<file path="src/rtl/lfsr_pattern_src_pkg.sv">
// Shared types and helpers for the LFSR pattern source: FSM state, default
// maximal-length taps per width, and the Fibonacci step function.
package lfsr_pattern_src_pkg;

  typedef enum logic [1:0] {
    IDLE = 2'd0,
    RUN  = 2'd1,
    DONE = 2'd2
  } srcState_t;

  localparam int unsigned LFSR_MAX_W = 32;

  // Tap masks for shift-left Fibonacci form, feedback into bit 0.
  localparam logic [7:0] DEFAULT_POLY_W3 = 8'h06;
  localparam logic [7:0] DEFAULT_POLY_W4 = 8'h0C;
  localparam logic [7:0] DEFAULT_POLY_W5 = 8'h14;
  localparam logic [7:0] DEFAULT_POLY_W6 = 8'h30;
  localparam logic [7:0] DEFAULT_POLY_W7 = 8'h60;
  localparam logic [7:0] DEFAULT_POLY_W8 = 8'hB8;
  localparam logic [7:0] DEFAULT_SEED    = 8'h01;

  function automatic logic [LFSR_MAX_W-1:0] defaultPoly(input int unsigned width);
    case (width)
      3:       return LFSR_MAX_W'(DEFAULT_POLY_W3);
      4:       return LFSR_MAX_W'(DEFAULT_POLY_W4);
      5:       return LFSR_MAX_W'(DEFAULT_POLY_W5);
      6:       return LFSR_MAX_W'(DEFAULT_POLY_W6);
      7:       return LFSR_MAX_W'(DEFAULT_POLY_W7);
      default: return LFSR_MAX_W'(DEFAULT_POLY_W8);
    endcase
  endfunction

  // Operands are zero-extended; the caller truncates back to its own width.
  function automatic logic [LFSR_MAX_W-1:0] lfsr_next(input logic [LFSR_MAX_W-1:0] cur,
                                                      input logic [LFSR_MAX_W-1:0] poly);
    return {cur[LFSR_MAX_W-2:0], ^(cur & poly)};
  endfunction

endpackage

</file>
<file path="src/rtl/lfsr_pattern_src_step_reg.sv">
// lfsr_step_reg: WIDTH-bit register that loads a value or takes one Fibonacci
// step (optionally XOR-injecting a word, which turns it into a MISR stage).
module lfsr_step_reg
  import lfsr_pattern_src_pkg::*;
#(
  parameter int unsigned WIDTH = 3
) (
  input  logic             clk,
  input  logic             rst,
  input  logic             load,
  input  logic             en,
  input  logic [WIDTH-1:0] loadVal,
  input  logic [WIDTH-1:0] poly,
  input  logic [WIDTH-1:0] inj,
  output logic [WIDTH-1:0] q
);

  logic [WIDTH-1:0] nextVal;

  assign nextVal = WIDTH'(lfsr_next(LFSR_MAX_W'(q), LFSR_MAX_W'(poly))) ^ inj;

  always_ff @(posedge clk or posedge rst) begin
    if (rst) begin
      q <= '0;
    end else if (load) begin
      q <= loadVal;
    end else if (en) begin
      q <= nextVal;
    end
  end

endmodule

</file>
<file path="src/rtl/lfsr_pattern_src.sv">
// LFSR pattern source with valid/ready handshake. Define
// LFSR_PATTERN_SRC_MISR_EN to build the response-compacting MISR on sig.
module lfsr_pattern_src
  import lfsr_pattern_src_pkg::*;
#(
  parameter int unsigned       WIDTH  = 3,
  parameter logic [WIDTH-1:0]  POLY   = WIDTH'(defaultPoly(WIDTH)),
  parameter logic [WIDTH-1:0]  SEED   = WIDTH'(DEFAULT_SEED),
  parameter int unsigned       NPAT   = 7,
  parameter int unsigned       RESP_W = 1
) (
  input  logic                      clk,
  input  logic                      rst,
  input  logic                      start,
  input  logic                      abort,
  output logic [WIDTH-1:0]          pat,
  output logic                      pat_valid,
  input  logic                      pat_ready,
  output logic [$clog2(NPAT+1)-1:0] pat_idx,
  input  logic [RESP_W-1:0]         resp,
  output logic                      busy,
  output logic                      done,
  output logic [WIDTH-1:0]          sig
);

  localparam int unsigned      IDX_W    = $clog2(NPAT+1);
  localparam logic [IDX_W-1:0] LAST_IDX = IDX_W'(NPAT-1);
  localparam logic [WIDTH-1:0] SEED_EFF = (SEED == '0) ? WIDTH'(1) : SEED;

  srcState_t state;
  logic      runLoad;
  logic      accept;
  logic      lastAccept;

  assign accept     = (state == RUN) && pat_valid && pat_ready && !abort;
  assign lastAccept = accept && (pat_idx == LAST_IDX);
  assign runLoad    = !abort && start && (state != RUN);

  assign busy = (state == RUN);
  assign done = (state == DONE);

  always_ff @(posedge clk or posedge rst) begin
    if (rst) begin
      state     <= IDLE;
      pat_valid <= 1'b0;
      pat_idx   <= '0;
    end else if (abort) begin
      // pat_idx is deliberately left alone so the abort point can be inspected.
      state     <= IDLE;
      pat_valid <= 1'b0;
    end else begin
      case (state)
        IDLE, DONE: begin
          if (start) begin
            state     <= RUN;
            pat_valid <= 1'b1;
            pat_idx   <= '0;
          end
        end
        RUN: begin
          if (lastAccept) begin
            state     <= DONE;
            pat_valid <= 1'b0;
          end else if (accept) begin
            pat_idx <= pat_idx + 1'b1;
          end
        end
        default: begin
          state     <= IDLE;
          pat_valid <= 1'b0;
        end
      endcase
    end
  end

  // The final accept leaves pat on the last pattern rather than stepping past it.
  lfsr_step_reg #(.WIDTH(WIDTH)) uPatLfsr (
    .clk     (clk),
    .rst     (rst),
    .load    (runLoad),
    .en      (accept && !lastAccept),
    .loadVal (SEED_EFF),
    .poly    (POLY),
    .inj     ('0),
    .q       (pat)
  );

`ifdef LFSR_PATTERN_SRC_MISR_EN
  logic [WIDTH-1:0] respFold;

  if (RESP_W > WIDTH) begin : gFold
    assign respFold = resp[WIDTH-1:0] ^ {{(WIDTH-1){1'b0}}, ^resp[RESP_W-1:WIDTH]};
  end else begin : gExt
    assign respFold = WIDTH'(resp);
  end

  lfsr_step_reg #(.WIDTH(WIDTH)) uMisr (
    .clk     (clk),
    .rst     (rst),
    .load    (runLoad),
    .en      (accept),
    .loadVal ('0),
    .poly    (POLY),
    .inj     (respFold),
    .q       (sig)
  );
`else
  logic unusedResp;

  assign unusedResp = ^resp;
  assign sig        = '0;
`endif

endmodule

</file>
<file path="config.mk">
export PLATFORM = sky130hd
export DESIGN_NAME = lfsr_pattern_src
export DESIGN_NICKNAME = d
export VERILOG_FILES = /design/src/rtl/lfsr_pattern_src_pkg.sv /design/src/rtl/lfsr_pattern_src_step_reg.sv /design/src/rtl/lfsr_pattern_src.sv
export SDC_FILE = /design/constraint.sdc
export NUM_CORES = 1
export LEC_CHECK = 0
export ABC_AREA = 1
export CAP_MARGIN = 25
export CELL_PAD_IN_SITES_DETAIL_PLACEMENT = 2
export CELL_PAD_IN_SITES_GLOBAL_PLACEMENT = 2
export CORE_UTILIZATION = 26
export DETAILED_ROUTE_END_ITERATION = 6
export GPL_ROUTABILITY_DRIVEN = 0
export HOLD_SLACK_MARGIN = 0.12
export PLACE_DENSITY = 0.88
export SLEW_MARGIN = 20
export SYNTH_ARGS = -nofsm -noshare
export SYNTH_HDL_FRONTEND = slang
export SYNTH_SLANG_ARGS = --single-unit
</file>
<file path="constraint.sdc">
create_clock -name clk -period 4 [get_ports clk]
set_clock_uncertainty 0.15 [all_clocks]
set_input_delay 0.8 -clock clk [delete_from_list [all_inputs] [get_ports clk]]
set_output_delay 0.8 -clock clk [all_outputs]
set_load 0.005 [all_outputs]
</file>
* Word-level counts from Yosys, hierarchy flattened *
Index checks and enable logic that the tools add are counted.

storage, ports and cells
  bits in registers = 9
  latch bits = 0
  RAM bits = 0
  ROM bits = 0
  input bits = 6
  logic and storage cells = 45
  memories = 0

cells by class
  $add $sub $neg = 1
  multipliers = 0
  divide/modulo/power cells = 0
  magnitude comparators = 0
  equality and inequality tests = 9
  shifts and indexed selects = 0
  mux-type cells = 14
  bitwise gates (word level) = 1
  reductions and logical operators = 16

operators with widths
  operator                                              number
  parity 32 bit                                         1
  2-to-1 mux 3 bit                                      5
  logical AND 1 bit                                     7
  2-to-1 mux 2 bit                                      3
  one-hot mux 3 bit (2 select lines)                    1
  AND reduction 5 bit                                   1
  != test 2 x 1 -> 1 bit (second input constant)        2
  != test 2 bit (second input constant)                 2
  one-hot mux 2 bit (2 select lines)                    1
  nonzero test 2 bit                                    2
  adder 3 x 1 -> 3 bit (second input constant)          1
  equality test 3 bit (second input constant)           1
  2-to-1 mux 1 bit                                      3
  != test 3 x 2 -> 1 bit (second input constant)        1
  != test 3 bit (second input constant)                 1
  equality test 2 x 1 -> 1 bit (second input constant)  1
  equality test 2 bit (second input constant)           1
  logical NOT 1 bit                                     2
  logical NOT 2 bit                                     1
  one-hot mux 1 bit (2 select lines)                    1
  AND reduction 2 bit                                   1
  OR reduction 2 bit                                    1
  NOT 1 bit                                             1

* Depth between registers and ports, before layout *
  depth after elaboration = 9
  gate-level depth with buffers = 9
  mapped depth without buffers = 9

* By module *
Synthesis repeated with hierarchy kept, for this count alone.

second synthesis, totals
  cell total of the unflattened synthesis = 81
  area total of the unflattened synthesis = 579.3 um2

modules (own cells, without submodules)
  module            times used  cells each  area each (um2)  sequential area each (um2)
  lfsr_pattern_src  1           47          365.4            125.1
  lfsr_step_reg     1           34          214.0            75.1

* Least setup slack after synthesis *
OpenSTA, ideal clock, no wires.

  kind = reg2out
  start = reg state[1]
  end = out busy
  arrival = 612 ps
  data required time = 3050 ps
  path slack = 2438 ps
  stages on the path, launching flop included = 4
  path through = dfrtp_1 -> inv_1 -> nand2_4 -> inv_1

on the way
  longest elaborated chain between the ends = 1

RTL lines
  element                       line                    text
  from (decl)                   lfsr_pattern_src.sv:30  srcState_t state;
  from (signal assigned)        lfsr_pattern_src.sv:44  state <= IDLE;
  from (signal assigned)        lfsr_pattern_src.sv:49  state <= IDLE;
  from (signal assigned)        lfsr_pattern_src.sv:55  state <= RUN;
  equality test 2 x 1 -> 1 bit  lfsr_pattern_src.sv:39  assign busy = (state == RUN);
  to (decl)                     lfsr_pattern_src.sv:21  output logic busy,

No other way between the ends.

* Worst setup path after layout *
Ends and elaborated chain as after synthesis.

==> out/qor.yml <==
global_route:
  antenna_found_initial: 0
  grt_util_met2_pct: 24.3
  gr-total-overflow: 0
  grt_use_total_pct: 14.5
  grt_pass1_wl_um: 2590
  grt_use_met3_pct: 2.80
  use_met1_pct: 18.1
  top_usage_layer: "met2"
  grt_pass1_vias: 554
  grt_start_max_net_pins: 10
synth:
  yosysTopAreaCellShare_pct: 39.6
  ys_warn_count: 0
  yosys-top-cells-count: "nand2_1 (20), inv_1 (11), nand3_1 (11)"
  synth-edff-count: 0
  yosys.area.top_type: "dfrtp_1"
  syn_inst: 74
  ys_seq_area_share_pct: 39.6
  ys_async_sr_fraction_pct: 100
  ys_ff_latch: 9
  netlist_area_um2: 569
  synth_most_common_cell: "nand2_1"
  synth-main-ff-cell: "dfrtp_1"
  synth_area_leaders: "dfrtp_1 (40%), nand2_1 (13%), nand3_1 (9.7%)"
  ys_types: 16
  synth.avg_cell_area_um2: 7.69
routing:
  viasPerCell: 4.44
  routed_wl_um: 1500
  first_pass_iters: 3
  antenna_left: 0
  wl_per_cell_um: 12.9
  drc_errors: 0
  vias: 519
  first_iter_violations: 2
placement:
  io_buffers: 13
  place_area_um2: 718
  dp_hpwl_um: 1220
  pre_cts_slack_ps: 1810
die:
  core_um2: 2000
  chipWidth_um: 48.8
  dieArea_um2: 2380
  start_util_pct: 28.4
  die_h_um: 48.8
  rows: 16
  io_pins: 18
worst_setup_path:
  startpoint: "state[1]"
  critPathCaptureType: "output pin"
  cp.arrival_ps: 1410
  start_kind: "flip-flop"
  crit_fanout: 7
  worst-setup-path-type: "flip-flop to output pin"
  r2r_start: "pat_idx[0]"
  worstPathRequired_ps: 3050
final_layout:
  fill_cells: 241
  fin_area_um2: 744
  area_growth_pct: 30.8
  diodes: 0
  regArea_um2: 225
  nets: 99
  final_util_pct: 37.2
  multi_input_area_um2: 284
  drive_above_1_share_pct: 11.1
flow_run:
  cap_violations: 0
sta:
  rsz0062_at_grt: "no"
  finalSetupViolations: 0
  hold_viol: 0
  fmax_mhz: 423
  setup_tns_ps: 0
  fin_ws_ps: 1640
  period_share_pct: 59.1
  report.final.slew_viol_count: 0
  layout_min_cycle_time_ps: 2360
status:
  outcome: "finished, final reports clean"
clock_network:
  clock_sinks: 9
  ctsHoldBuffers: 0
  path_clk_slew_ps: 60
  cts_tree: "yes"
  cts-root-buf: "clkbuf_4"
  cts_buffers: 3
  cts_max_level: 1
  cts.repair.resized: 0
  cts_setup_buffers: 0
  insertion_delay_ps: 260
  clockBufferDepth: 2
min_path:
  hold_class: "flip-flop to flip-flop"
  min-delay-start: "uPatLfsr.q[0]"
power:
  powerDensity_nw_per_um2: 330
  ir_drop_mv: 0.167
  p_leak_nw: 0.412
[sequential cells by signal, summed over array words and instances (netlist names)]
signal      count
pat_valid       1
uPatLfsr.q      3
pat_idx         3
state           2
[logic make-up after synthesis]
family | count (synthesis) | synth area share (%)
simple gates | 46 | 42.0
buf+inv | 15 | 11.9
flops | 9 | 39.6
fa+ha+maj | 2 | 4.39
xor+xnor | 1 | 1.54
other cells | 1 | 0.659
[placed cells by master, fill, tap and decap left out, types with 2 or more instances in the layout]
cell / n
nand2_1: 20
clkdlybuf4s50_1: 13
inv_1: 11
nand3_1: 11
dfrtp_1: 9
nor2_1: 7
nand2_4: 3
conb_1: 3
clkbuf_4: 3
ha_1: 2
[cell type report]
| class | count | share of cell area, % |
|---|---|---|
| inverters | 12 | 6.05 |
| well taps | 27 | 4.54 |
| clock buffers | 4 | 3.53 |
| multi-input cells | 52 | 38.2 |
| repair buffers | 13 | 17.5 |
| flip-flops and latches | 9 | 30.3 |
[report_power, final]
part | internal, mW | leakage (nW) | total [mW] | switching, mW
sequential | 0.0998 | 0.117 | 0.111 | 0.0109
combinational | 0.0309 | 0.279 | 0.0634 | 0.0324
clock | 0.0385 | 0.0150 | 0.0715 | 0.0330
[metrics by stage]
| stage | cells | power [mW] | hold slack, ps |
|---|---|---|---|
| floorplan | 76 | 0.144 | 348 |
| global placement | 113 | 0.172 | 346 |
| detailed placement | 113 | 0.177 | 376 |
| CTS | 117 | 0.251 | 395 |
| global route | 117 | 0.262 | 438 |
| finish | 117 | 0.246 | 391 |
[worst max-delay path, stage by stage, from the launching register on]
cell and delay, ps:
dfrtp_1 370, inv_1 100, nand2_4 110, inv_1 70, clkdlybuf4s50_1 490
[layer usage]
layer	part of all wire, %	vias up
met2	51	12
met5	0	-
li1	-	253
met1	44	250
met4	1.1	0
met3	3.6	4
[path summary, 6_finish.rpt]
kind	to	slack, ps	cells past startpoint
min reg2reg	uPatLfsr.q[0]	390	2
min	uPatLfsr.q[0]	390	2
max	busy	1640	4
max reg2reg	uPatLfsr.q[0]	2500	8
max in group asynchronous	uPatLfsr.q[1]	2780	2
min in group asynchronous	pat_idx[1]	660	2
No activity file was read; power rests on OpenSTA's default activity.
